### src/rtl/oursring_sd_bridge.sv
// Debug-port to ring bridge: one request in flight, converts debug read/write
// requests into ring transactions and returns a single debug response. A ring
// response that arrives after the bridge gave up is drained before the next
// debug request is accepted, so late data can never be mistaken for a new reply.

package oursring_sd_pkg;
  localparam logic [1:0] ST_RD  = 2'd0;
  localparam logic [1:0] ST_WR  = 2'd1;
  localparam logic [1:0] ST_RSP = 2'd2;
  localparam logic [1:0] ST_ERR = 2'd3;

  typedef struct packed {
    logic [1:0]  typ;
    logic [39:0] addr;
    logic [63:0] data;
  } sd_info_t;
endpackage

module oursring_sd_bridge
  import oursring_sd_pkg::*;
#(
  parameter logic [15:0] TIMEOUT = 16'd1000
) (
  input  logic        clk,
  input  logic        rstn,
  input  logic        sd_req_valid,
  output logic        sd_req_ready,
  input  sd_info_t    sd_req_info,
  output logic        ring_req_valid,
  input  logic        ring_req_ready,
  output logic        ring_req_wr,
  output logic [39:0] ring_req_addr,
  output logic [63:0] ring_req_wdata,
  input  logic        ring_rsp_valid,
  output logic        ring_rsp_ready,
  input  logic        ring_rsp_err,
  input  logic [63:0] ring_rsp_rdata,
  output logic        sd_rsp_valid,
  input  logic        sd_rsp_ready,
  output sd_info_t    sd_rsp_info
);

  typedef enum logic [1:0] {
    ST_IDLE,
    ST_DR_OUT,
    ST_INDIRECT_IN,
    ST_INDIRECT_OUT
  } st_state_e;

  st_state_e   r_state;
  logic        r_stale;
  logic [15:0] r_cnt;
  logic        r_sd_req_ready;
  logic        r_ring_req_valid;
  logic        r_ring_req_wr;
  logic [39:0] r_ring_req_addr;
  logic [63:0] r_ring_req_wdata;
  logic        r_ring_rsp_ready;
  logic        r_sd_rsp_valid;
  sd_info_t    r_sd_rsp_info;

  logic        w_req_hs;
  logic        w_rsp_hs;
  logic        w_timeout;
  logic        w_ring_typ;
  logic [15:0] w_cnt_inc;

  // Handshakes use the registered readies, so inputs never reach outputs combinationally.
  assign w_req_hs   = sd_req_valid && r_sd_req_ready;
  assign w_rsp_hs   = ring_rsp_valid && r_ring_rsp_ready;
  assign w_timeout  = (TIMEOUT != 16'd0) && (r_cnt == TIMEOUT - 16'd1);
  assign w_ring_typ = (sd_req_info.typ == ST_RD) || (sd_req_info.typ == ST_WR);
  assign w_cnt_inc  = (r_cnt == 16'hFFFF) ? r_cnt : r_cnt + 16'd1;

  // Bridge FSM; every handshake output is a flop updated alongside the state.
  always_ff @(posedge clk or negedge rstn) begin
    if (!rstn) begin
      r_state          <= ST_IDLE;
      r_stale          <= 1'b0;
      r_cnt            <= 16'd0;
      r_sd_req_ready   <= 1'b0;
      r_ring_req_valid <= 1'b0;
      r_ring_req_wr    <= 1'b0;
      r_ring_req_addr  <= 40'd0;
      r_ring_req_wdata <= 64'd0;
      r_ring_rsp_ready <= 1'b0;
      r_sd_rsp_valid   <= 1'b0;
      r_sd_rsp_info    <= '0;
    end else begin
      case (r_state)
        ST_IDLE: begin
          // Readies settle from stale here, which also covers the first cycle after reset.
          r_sd_req_ready   <= ~r_stale;
          r_ring_rsp_ready <= r_stale;
          r_cnt            <= w_cnt_inc;
          if (w_req_hs) begin
            r_sd_req_ready <= 1'b0;
            if (w_ring_typ) begin
              r_state          <= ST_DR_OUT;
              r_ring_req_valid <= 1'b1;
              r_ring_req_wr    <= (sd_req_info.typ == ST_WR);
              r_ring_req_addr  <= sd_req_info.addr;
              r_ring_req_wdata <= (sd_req_info.typ == ST_WR) ? sd_req_info.data : 64'd0;
            end else begin
              // A response-typed request is bounced straight back as an error.
              r_state        <= ST_INDIRECT_OUT;
              r_sd_rsp_valid <= 1'b1;
              r_sd_rsp_info  <= {ST_ERR, sd_req_info.addr, 64'd0};
            end
          end else if (r_stale && (w_rsp_hs || w_timeout)) begin
            // Late response drained, or waited long enough that none is coming.
            r_stale          <= 1'b0;
            r_ring_rsp_ready <= 1'b0;
            r_sd_req_ready   <= 1'b1;
          end
        end
        ST_DR_OUT: begin
          if (ring_req_ready) begin
            r_state          <= ST_INDIRECT_IN;
            r_ring_req_valid <= 1'b0;
            r_ring_rsp_ready <= 1'b1;
            r_cnt            <= 16'd0;
          end
        end
        ST_INDIRECT_IN: begin
          if (w_rsp_hs) begin
            // A response landing on the timeout cycle still wins.
            r_state          <= ST_INDIRECT_OUT;
            r_ring_rsp_ready <= 1'b0;
            r_sd_rsp_valid   <= 1'b1;
            r_sd_rsp_info    <= {ring_rsp_err ? ST_ERR : ST_RSP, r_ring_req_addr,
                                 (ring_rsp_err || r_ring_req_wr) ? 64'd0 : ring_rsp_rdata};
          end else if (w_timeout) begin
            r_state          <= ST_INDIRECT_OUT;
            r_stale          <= 1'b1;
            r_ring_rsp_ready <= 1'b0;
            r_sd_rsp_valid   <= 1'b1;
            r_sd_rsp_info    <= {ST_ERR, r_ring_req_addr, 64'hDEAD_DEAD_DEAD_DEAD};
          end else begin
            r_cnt <= w_cnt_inc;
          end
        end
        ST_INDIRECT_OUT: begin
          if (sd_rsp_ready) begin
            r_state          <= ST_IDLE;
            r_sd_rsp_valid   <= 1'b0;
            r_cnt            <= 16'd0;
            r_ring_rsp_ready <= r_stale;
            r_sd_req_ready   <= ~r_stale;
          end
        end
        default: r_state <= ST_IDLE;
      endcase
    end
  end

  assign sd_req_ready   = r_sd_req_ready;
  assign ring_req_valid = r_ring_req_valid;
  assign ring_req_wr    = r_ring_req_wr;
  assign ring_req_addr  = r_ring_req_addr;
  assign ring_req_wdata = r_ring_req_wdata;
  assign ring_rsp_ready = r_ring_rsp_ready;
  assign sd_rsp_valid   = r_sd_rsp_valid;
  assign sd_rsp_info    = r_sd_rsp_info;

endmodule

### config.mk
export PLATFORM = sky130hd
export DESIGN_NAME = oursring_sd_bridge
export DESIGN_NICKNAME = d
export VERILOG_FILES = /design/src/rtl/oursring_sd_bridge.sv
export SDC_FILE = /design/constraint.sdc
export NUM_CORES = 1
export LEC_CHECK = 0
export ABC_AREA = 1
export CAP_MARGIN = 20
export CORE_UTILIZATION = 49
export DETAILED_ROUTE_END_ITERATION = 7
export GPL_TIMING_DRIVEN = 0
export PLACE_DENSITY_LB_ADDON = 0.1
export SLEW_MARGIN = 20
export SYNTH_ARGS = -nofsm -noshare
export SYNTH_HDL_FRONTEND = slang
export SYNTH_SLANG_ARGS = --single-unit
### constraint.sdc
create_clock -name clk -period 3 [get_ports clk]
set_input_delay 0.9 -clock clk [delete_from_list [all_inputs] [get_ports clk]]
set_output_delay 0.9 -clock clk [all_outputs]
set_load 0.01 [all_outputs]
; ---- Yosys cells after proc, flatten, opt, wreduce, memory -nomap -nowiden
; Index checks and enable logic that the tools add are counted.
[word_totals]
ff_bits = 234
latch_bits = 0
out_inout_bits = 215
romBits = 0
memories = 0
inputBits = 177
ramBits = 0
[classes]
n_shift = 0
n_eq_ne = 15
div_mod_pow = 0
bitwise_logic = 1
n_reduce_logical = 21
n_mux = 44
addsub = 1
order_cmp = 0
mul = 0
[op_table]
columns = cell, count
row1 = $mux 106, 4
row2 = $pmux 106 s2, 1
row3 = $mux 64, 2
row4 = $mux 16, 5
row5 = $pmux 16 s4, 1
row6 = $mux 1, 19
row7 = $add 16x1->16 const B, 1
row8 = $eq 16x10->1 const B, 1
row9 = $eq 16x16->1 const B, 1
row10 = $ne 2x2->1 const B, 8
row11 = $reduce_and 4->1, 4
row12 = $mux 2, 6
row13 = $reduce_and 3->1, 3
row14 = $pmux 2 s4, 1
row15 = $pmux 1 s2, 3
row16 = $reduce_bool 2->1, 3
row17 = $reduce_and 5->1, 1
row18 = $eq 2x1->1 const B, 2
row19 = $eq 2x2->1 const B, 2
row20 = $logic_not 2->1, 2
row21 = $pmux 1 s4, 1
row22 = $logic_and 1x1->1, 3
row23 = $logic_or 1x1->1, 3
row24 = $ne 3x3->1 const B, 1
row25 = other kinds (4), 4

; ---- Depth between registers and ports, before layout
; Gate-level depths: netlist of the first run.
[depth]
ltp_word = 6
depth_mapped = 13

; ---- Worst setup path after synthesis of the first run
; No wires, ideal clock.
[synth_path]
kind = in2reg
start = input ring_rsp_valid
end = register r_sd_rsp_info (netlist bit sd_rsp_info[10])
cell_stages = 7
slack_ns = 1.070
path_buffers = 2
t_required_ns = 2.934
arrival_time_ns = 1.864
path_cell_list = nand2_1 clkbuf_1 buf_1 a21oi_1 nor2_1 nand3_1 nand2_1
[synth_via]
elab_chain_len = 3
word_cells_on_any_way = 5
classes_between = eq/ne (1) / mux (2) / reduce/logical (2)
[synth_rtl]
columns = item, line
row1 = start: declaration, 34  ; input logic ring_rsp_valid,
row2 = $logic_and 1x1->1 (*), 70  ; assign w_rsp_hs = ring_rsp_valid && r_ring_rsp_ready;
row3 = $ne 3x3->1 (no line) or $mux 106 (tied branches), n/a
row4 = $reduce_and 4->1 (no line) or $pmux 106 s2 (tied branches), n/a
row5 = end signal: assignment, 108  ; r_sd_rsp_info <= {ST_ERR, sd_req_info.addr, 64'd0};
row6 = end signal: assignment, 131  ; r_sd_rsp_info <= {ring_rsp_err ? ST_ERR : ST_RSP, r_ring_req_addr,
row7 = end signal: assignment, 138  ; r_sd_rsp_info <= {ST_ERR, r_ring_req_addr, 64'hDEAD_DEAD_DEAD_DEAD};
row8 = end: declaration, 60  ; sd_info_t r_sd_rsp_info;
; Mark *: on every way between the ends. The rest lies on a longest branch, timed or not.
; A chain may end at the register's enable or synchronous reset.

; ---- Worst setup path in the final report of the first run
[layout_path]
start = register r_sd_req_ready, in the netlist sd_req_ready
end = output sd_req_ready
[layout_lines]
columns = item, line
row1 = start: declaration, 53  ; logic r_sd_req_ready;
row2 = start signal: assignment, 93  ; r_sd_req_ready <= ~r_stale;
row3 = start signal: assignment, 149  ; r_sd_req_ready <= ~r_stale;
row4 = end: declaration, 27  ; output logic sd_req_ready,
; No word-level cell between the ends.

==> results of run 1 <==
## synth_stat cells (all sizes together)
| cell | n | share of area |
|---|---|---|
| nand2 | 522 | 0.18 |
| xor2 | 3 | 0.0024 |
| nand3 | 183 | 0.085 |
| inv | 88 | 0.031 |
| nor3 | 5 | 0.0023 |
| a21oi | 47 | 0.023 |
| xnor2 | 3 | 0.0024 |
| o21ai | 89 | 0.041 |
| nand4 | 6 | 0.0035 |
| ha | 6 | 0.0069 |
| dfrtp | 234 | 0.54 |
| o211ai | 1 | 0.00069 |
| buf | 34 | 0.020 |
| o22ai | 1 | 0.00058 |
| nor2 | 108 | 0.039 |
| nor3b | 2 | 0.0014 |
| a31oi | 1 | 0.00058 |
| clkbuf | 57 | 0.020 |
## power breakdown
group | internal, mW | switching [mW] | total, mW
combinational | 3.41 | 4.31 | 7.72
sequential | 4.32 | 0.742 | 5.07
clock | 1.93 | 1.26 | 3.19
## final cells by class
type	count	area share
Antenna cell	1	0.000156
Buffer	91	0.0267
Clock buffer	36	0.0454
Clock inverter	7	0.00688
Inverter	88	0.0208
Multi-Input combinational cell	977	0.265
Sequential cell	234	0.366
Tap cell	280	0.0219
Timing Repair Buffer	392	0.248
## per-layer routing
metal	up-vias	GRT usage	wire, um
met5	-	0	0
li1	5241	-	-
met3	81	0.0717	3330
met2	466	0.529	17500
met4	0	0.120	1260
met1	5242	0.381	13700
## per-stage QoR
step,cells,util,setup WS (ps),instance area (um^2),setup TNS [ps]
5_1_grt,2105,0.736,403,16000,0
6_report,2106,0.736,544,16000,0
3_5_place_dp,2062,0.697,83.6,15200,0
3_3_place_gp,2060,0.694,-9020,15100,-2106720
2_1_floorplan,1390,-,1070,10900,0
4_1_cts,2105,0.736,507,16000,0
## final timing paths
check / slack, ps / to / start / depth (start not counted)
setup / recovery: 540 / sd_req_ready / sd_req_ready / 1
setup reg to reg: 590 / ring_req_wr / r_state[0] / 11
hold reg to reg: 460 / sd_rsp_info[105] / sd_rsp_info[105] / 2
hold / removal: 350 / ring_req_addr[17] / rstn / 1
min in group clk: 460 / sd_rsp_info[105] / sd_rsp_info[105] / 2
max in group asynchronous: 1780 / sd_rsp_info[38] / rstn / 2
## kinds of logic (layout without fill, tap and decap cells)
logic type	Yosys count	count (layout)	share of synthesized area
and+or+nand+nor	826	826	0.313
DFF	234	234	0.540
buffers and inverters	179	614	0.0700
AOI/OAI and AO/OA	139	139	0.0656
adders and majority gates	6	6	0.00692
xor gates and xnor gates	6	6	0.00484
other	0	1	0
## flip-flops by register name (all words and copies together) (netlist names)
register,cells
sd_req_ready,1
r_state,2
r_stale,1
ring_req_addr,40
ring_req_wdata,64
sd_rsp_valid,1
sd_rsp_info,106
ring_req_valid,1
ring_req_wr,1
r_cnt,16
ring_rsp_ready,1
==> impl_metrics.csv, run 1 <==
group,metric,value,unit
routing,drc,0,
min_path,hold_path.class,"in2async",
worst_setup_path,slowest_stage,"clkdlybuf4s50_1",
synthesis,syn_area,10900,um^2
place,portBuffers,390,
clock_network,numCtsBuffers,25,
die,die_x,151,um
routing,viasPerCell,5.24,
worst_setup_path,crit_fanout,4,
place,routabilityCongestion,0.891,
timing,fmax,0.407,GHz
place,hpwl,26.0,mm
clock_network,cts_max_path_buffers,3,
finish,fill_cells,1650,
grt,grt_max_degree,90,
power,power,16.0,mW
worst_setup_path,cp-end-kind,"output port",
die,core-area,21800,um^2
worst_setup_path,start_kind,"register",
routing,routedWlPerCell,17.0,um
synthesis,synthCells,1390,
job,cap_violations,0,
worst_setup_path,path_class,"reg2out",
worst_setup_path,worst-path-buf-inv,1,
clock_network,cts_resized,0,
synthesis,ys_ff_latch,234,
timing,fin_crit,2460,ps
timing,skew,16.6,ps
clock_network,post_cts_buffers,0,
synthesis,avgSynthCellArea,7.81,um^2
grt,grt_pass1_vias,10700,
clock_network,ctsRootBufferMaster,"clkbuf_16",
routing,drt-initial-drc-count,593,
timing,hold_ws,346,ps
clock_network,cts_tree,"yes",
worst_setup_path,cpPeakStageDelay,600,ps
worst_setup_path,path_cells,"clkdlybuf4s50_1",
die,io_pins,392,
finish,drive_above_1_share,0.0493,
routing,dr.pass1.iters,5,
worst_setup_path,arrival,1560,ps
die,dieArea,22700,um^2
worst_setup_path,path_delay_family,"buffers and inverters",
routing,vias,11000,
routing,ant_nets,0,
timing,rsz0062_at_grt,"no",
synthesis,yosys_warnings,0,
clock_network,h-tree-depth,1,
grt,grt_pass1_wl,55.2,mm
finish,fin_nets,1992,
clock_network,ctsHoldBuffers,0,
power,leakagePower,7.93,nW
synthesis,ys_types,29,
clock_network,clk_pin_slew,70,ps
timing,slew-limit-headroom,0.510,
power,power_per_cell_area,997,nW/um^2
finish,final-seq-area,5860,um^2
worst_setup_path,required,2100,ps
grt,antenna_found_initial,0,
die,rows,54,
clock_network,clkSinkCount,234,
power,peakVddDrop,0.563,mV
synthesis,ys_seq_area_frac,0.540,
outcome,status,"completed",
finish,area_delta_synth_final,47.5,%
finish,multiInputGateArea,4240,um^2
routing,wirelength,35.7,mm
finish,final_cell_mix,"518 x nand2_1, 389 x clkdlybuf4s50_1, 234 x dfrtp_1",
synthesis,syn-num-nets,1573,
clock_network,clk_latency,530,ps
die,die_y,151,um
timing,timing.final.crit_share,0.819,
grt,overflow,0,
die,start_util,0.499,
timing,worstMarginPinSlew,732,ps
timing,hold_violations,0,
timing,setup_viol,0,
finish,layout_commonest_cell,"nand2_1",
timing,slew_viol_final,0,
grt,grt_usage,0.310,
No activity file was read; power rests on OpenSTA's default activity.
==> inputs of run 2 (changes only) <==
Settings changed: CORE_UTILIZATION 49 to 45.
Clock period 3 ns to 2.4 ns, I/O delays scaled along.
==> run 2 against run 1 <==
Net effect:
- power up 28%
- cell count grew 2.1%
- critical path type unchanged
- global-route usage down 2.5 points
==> impl_metrics.csv, run 2 (synthesized netlist as in run 1, its figures left out) <==
group,metric,value,unit
outcome,status,"completed",
timing,rsz0062_at_grt,"no",
grt,grt_pass1_vias,10500,
grt,grt_usage,0.285,
routing,drt-initial-drc-count,752,
place,portBuffers,390,
power,peakVddDrop,0.776,mV
clock_network,h-tree-depth,1,
finish,layout_commonest_cell,"nand2_1",
place,post-place-ws,-350,ps
grt,grt_pass1_wl,55.2,mm
worst_setup_path,worst-path-buf-inv,1,
timing,fmax,0.437,GHz
die,die_x,157,um
finish,final_cell_mix,"518 x nand2_1, 389 x clkdlybuf4s50_1, 234 x dfrtp_1",
timing,worstMarginPinSlew,652,ps
timing,hold_violations,0,
routing,dr.pass1.iters,5,
worst_setup_path,reg2reg_to,"sd_rsp_info[23]",
clock_network,cts_max_path_buffers,3,
place,hpwl,25.5,mm
finish,fin_util,0.688,
worst_setup_path,required,1680,ps
grt,use_met2,0.466,
finish,final_cell_count_no_fill,2151,
die,core-area,23500,um^2
worst_setup_path,r2r_start,"r_state[0]",
routing,ant_nets,0,
finish,fin_nets,1993,
worst_setup_path,path_delay_family,"buffers and inverters",
worst_setup_path,arrival,1570,ps
die,io_pins,392,
timing,slew-limit-headroom,0.563,
clock_network,clk_latency,530,ps
finish,design_area,16200,um^2
worst_setup_path,cpPeakStageDelay,600,ps
routing,routedWlPerCell,16.5,um
clock_network,numCtsBuffers,26,
worst_setup_path,reg2reg_depth,8,
timing,hold_ws,105,ps
die,start_util,0.461,
grt,grtUsageMet1,0.355,
timing,setup_viol,0,
clock_network,clkSinkCount,234,
worst_setup_path,cp-startpoint,"ring_req_wr",
timing,tns,0,ps
routing,viasPerCell,5.06,
worst_setup_path,path_cells,"clkdlybuf4s50_1",
power,leakagePower,8.01,nW
clock_network,cts_tree,"yes",
routing,drc,0,
worst_setup_path,cp-end-kind,"output port",
worst_setup_path,path_class,"reg2out",
power,power,20.4,mW
place,postPlaceCellArea,15200,um^2
worst_setup_path,reg2reg_slack,160,ps
grt,overflow,0,
power,power_per_cell_area,1260,nW/um^2
grt,gr-usage-met3,0.0741,
clock_network,post_cts_buffers,0,
grt,busiest_layer,"met2",
timing,timing.final.crit_share,0.954,
die,die_y,157,um
clock_network,ctsRootBufferMaster,"clkbuf_16",
finish,largest_reg_flops,106,
timing,fin_crit,2290,ps
timing,slew_viol_final,0,
clock_network,ctsHoldBuffers,0,
place,routabilityCongestion,0.868,
die,dieArea,24700,um^2
routing,wirelength,35.5,mm
worst_setup_path,slowest_stage,"clkdlybuf4s50_1",
place,dp_cells,2101,
timing,fin_ws,111,ps
die,rows,56,
grt,grt_max_degree,95,
worst_setup_path,crit_fanout,3,
worst_setup_path,cp-endpoint,"ring_req_wr",
worst_setup_path,start_kind,"register",
finish,area_delta_synth_final,49.2,%
job,cap_violations,0,
worst_setup_path,crit_cells,1,
grt,antenna_found_initial,3,
timing,skew,12.9,ps
min_path,hold_path.class,"in2async",
routing,vias,10900,
finish,drive_above_1_share,0.0596,
clock_network,clk_pin_slew,60,ps
## run 2: cell types whose count changed in the layout (fill, tap and decap cells not counted), sizes merged
cell	delta
clkbuf	-4
buf	+3
bufinv	+2
clkinvlp	+1
diode	+1
clkinv	+3
## run 2: cell type report
| type | instances | area (um^2) |
|---|---|---|
| repair buffers | 392 | 3960 |
| well taps | 319 | 399 |
| clock buffers | 35 | 756 |
| multi-input cells | 977 | 4240 |
| inverters | 88 | 333 |
| flip-flops and latches | 234 | 5860 |
| diodes | 2 | 5.00 |
| plain buffers | 91 | 442 |
| clock inverters | 13 | 200 |
| fillers | 1945 | 7350 |
## run 2: power by group
| part | internal (mW) | switching [mW] |
|---|---|---|
| logic | 4.27 | 5.33 |
| registers | 5.40 | 0.946 |
| clock network | 2.75 | 1.67 |
| total | 12.4 | 7.94 |
## run 2: worst min-delay path by stage
stage                      from           endpoint  cells after the start
6_report                   rstn  ring_req_addr[19]                      1
5_1_grt                    rstn  ring_req_addr[19]                      1
2_1_floorplan              rstn           r_cnt[0]                      0
4_1_cts                    rstn  ring_req_addr[19]                      1
3_3_place_gp   sd_rsp_info[105]   sd_rsp_info[105]                      2
3_5_place_dp    sd_rsp_info[98]    sd_rsp_info[98]                      2
## run 2: routing by layer
metal / routed length [um] / up-vias
met2: 16700 / 463
met4: 1540 / 0
li1: - / 5243
met3: 3130 / 82
met1: 14100 / 5102
met5: 0 / -
## run 2: repair_timing
item                                    in CTS  in global routing
endpoints found under the hold margin        0                  0
pin swaps                                    0                  0
resized for setup                            1                 27
endpoints found under the setup margin      15                141
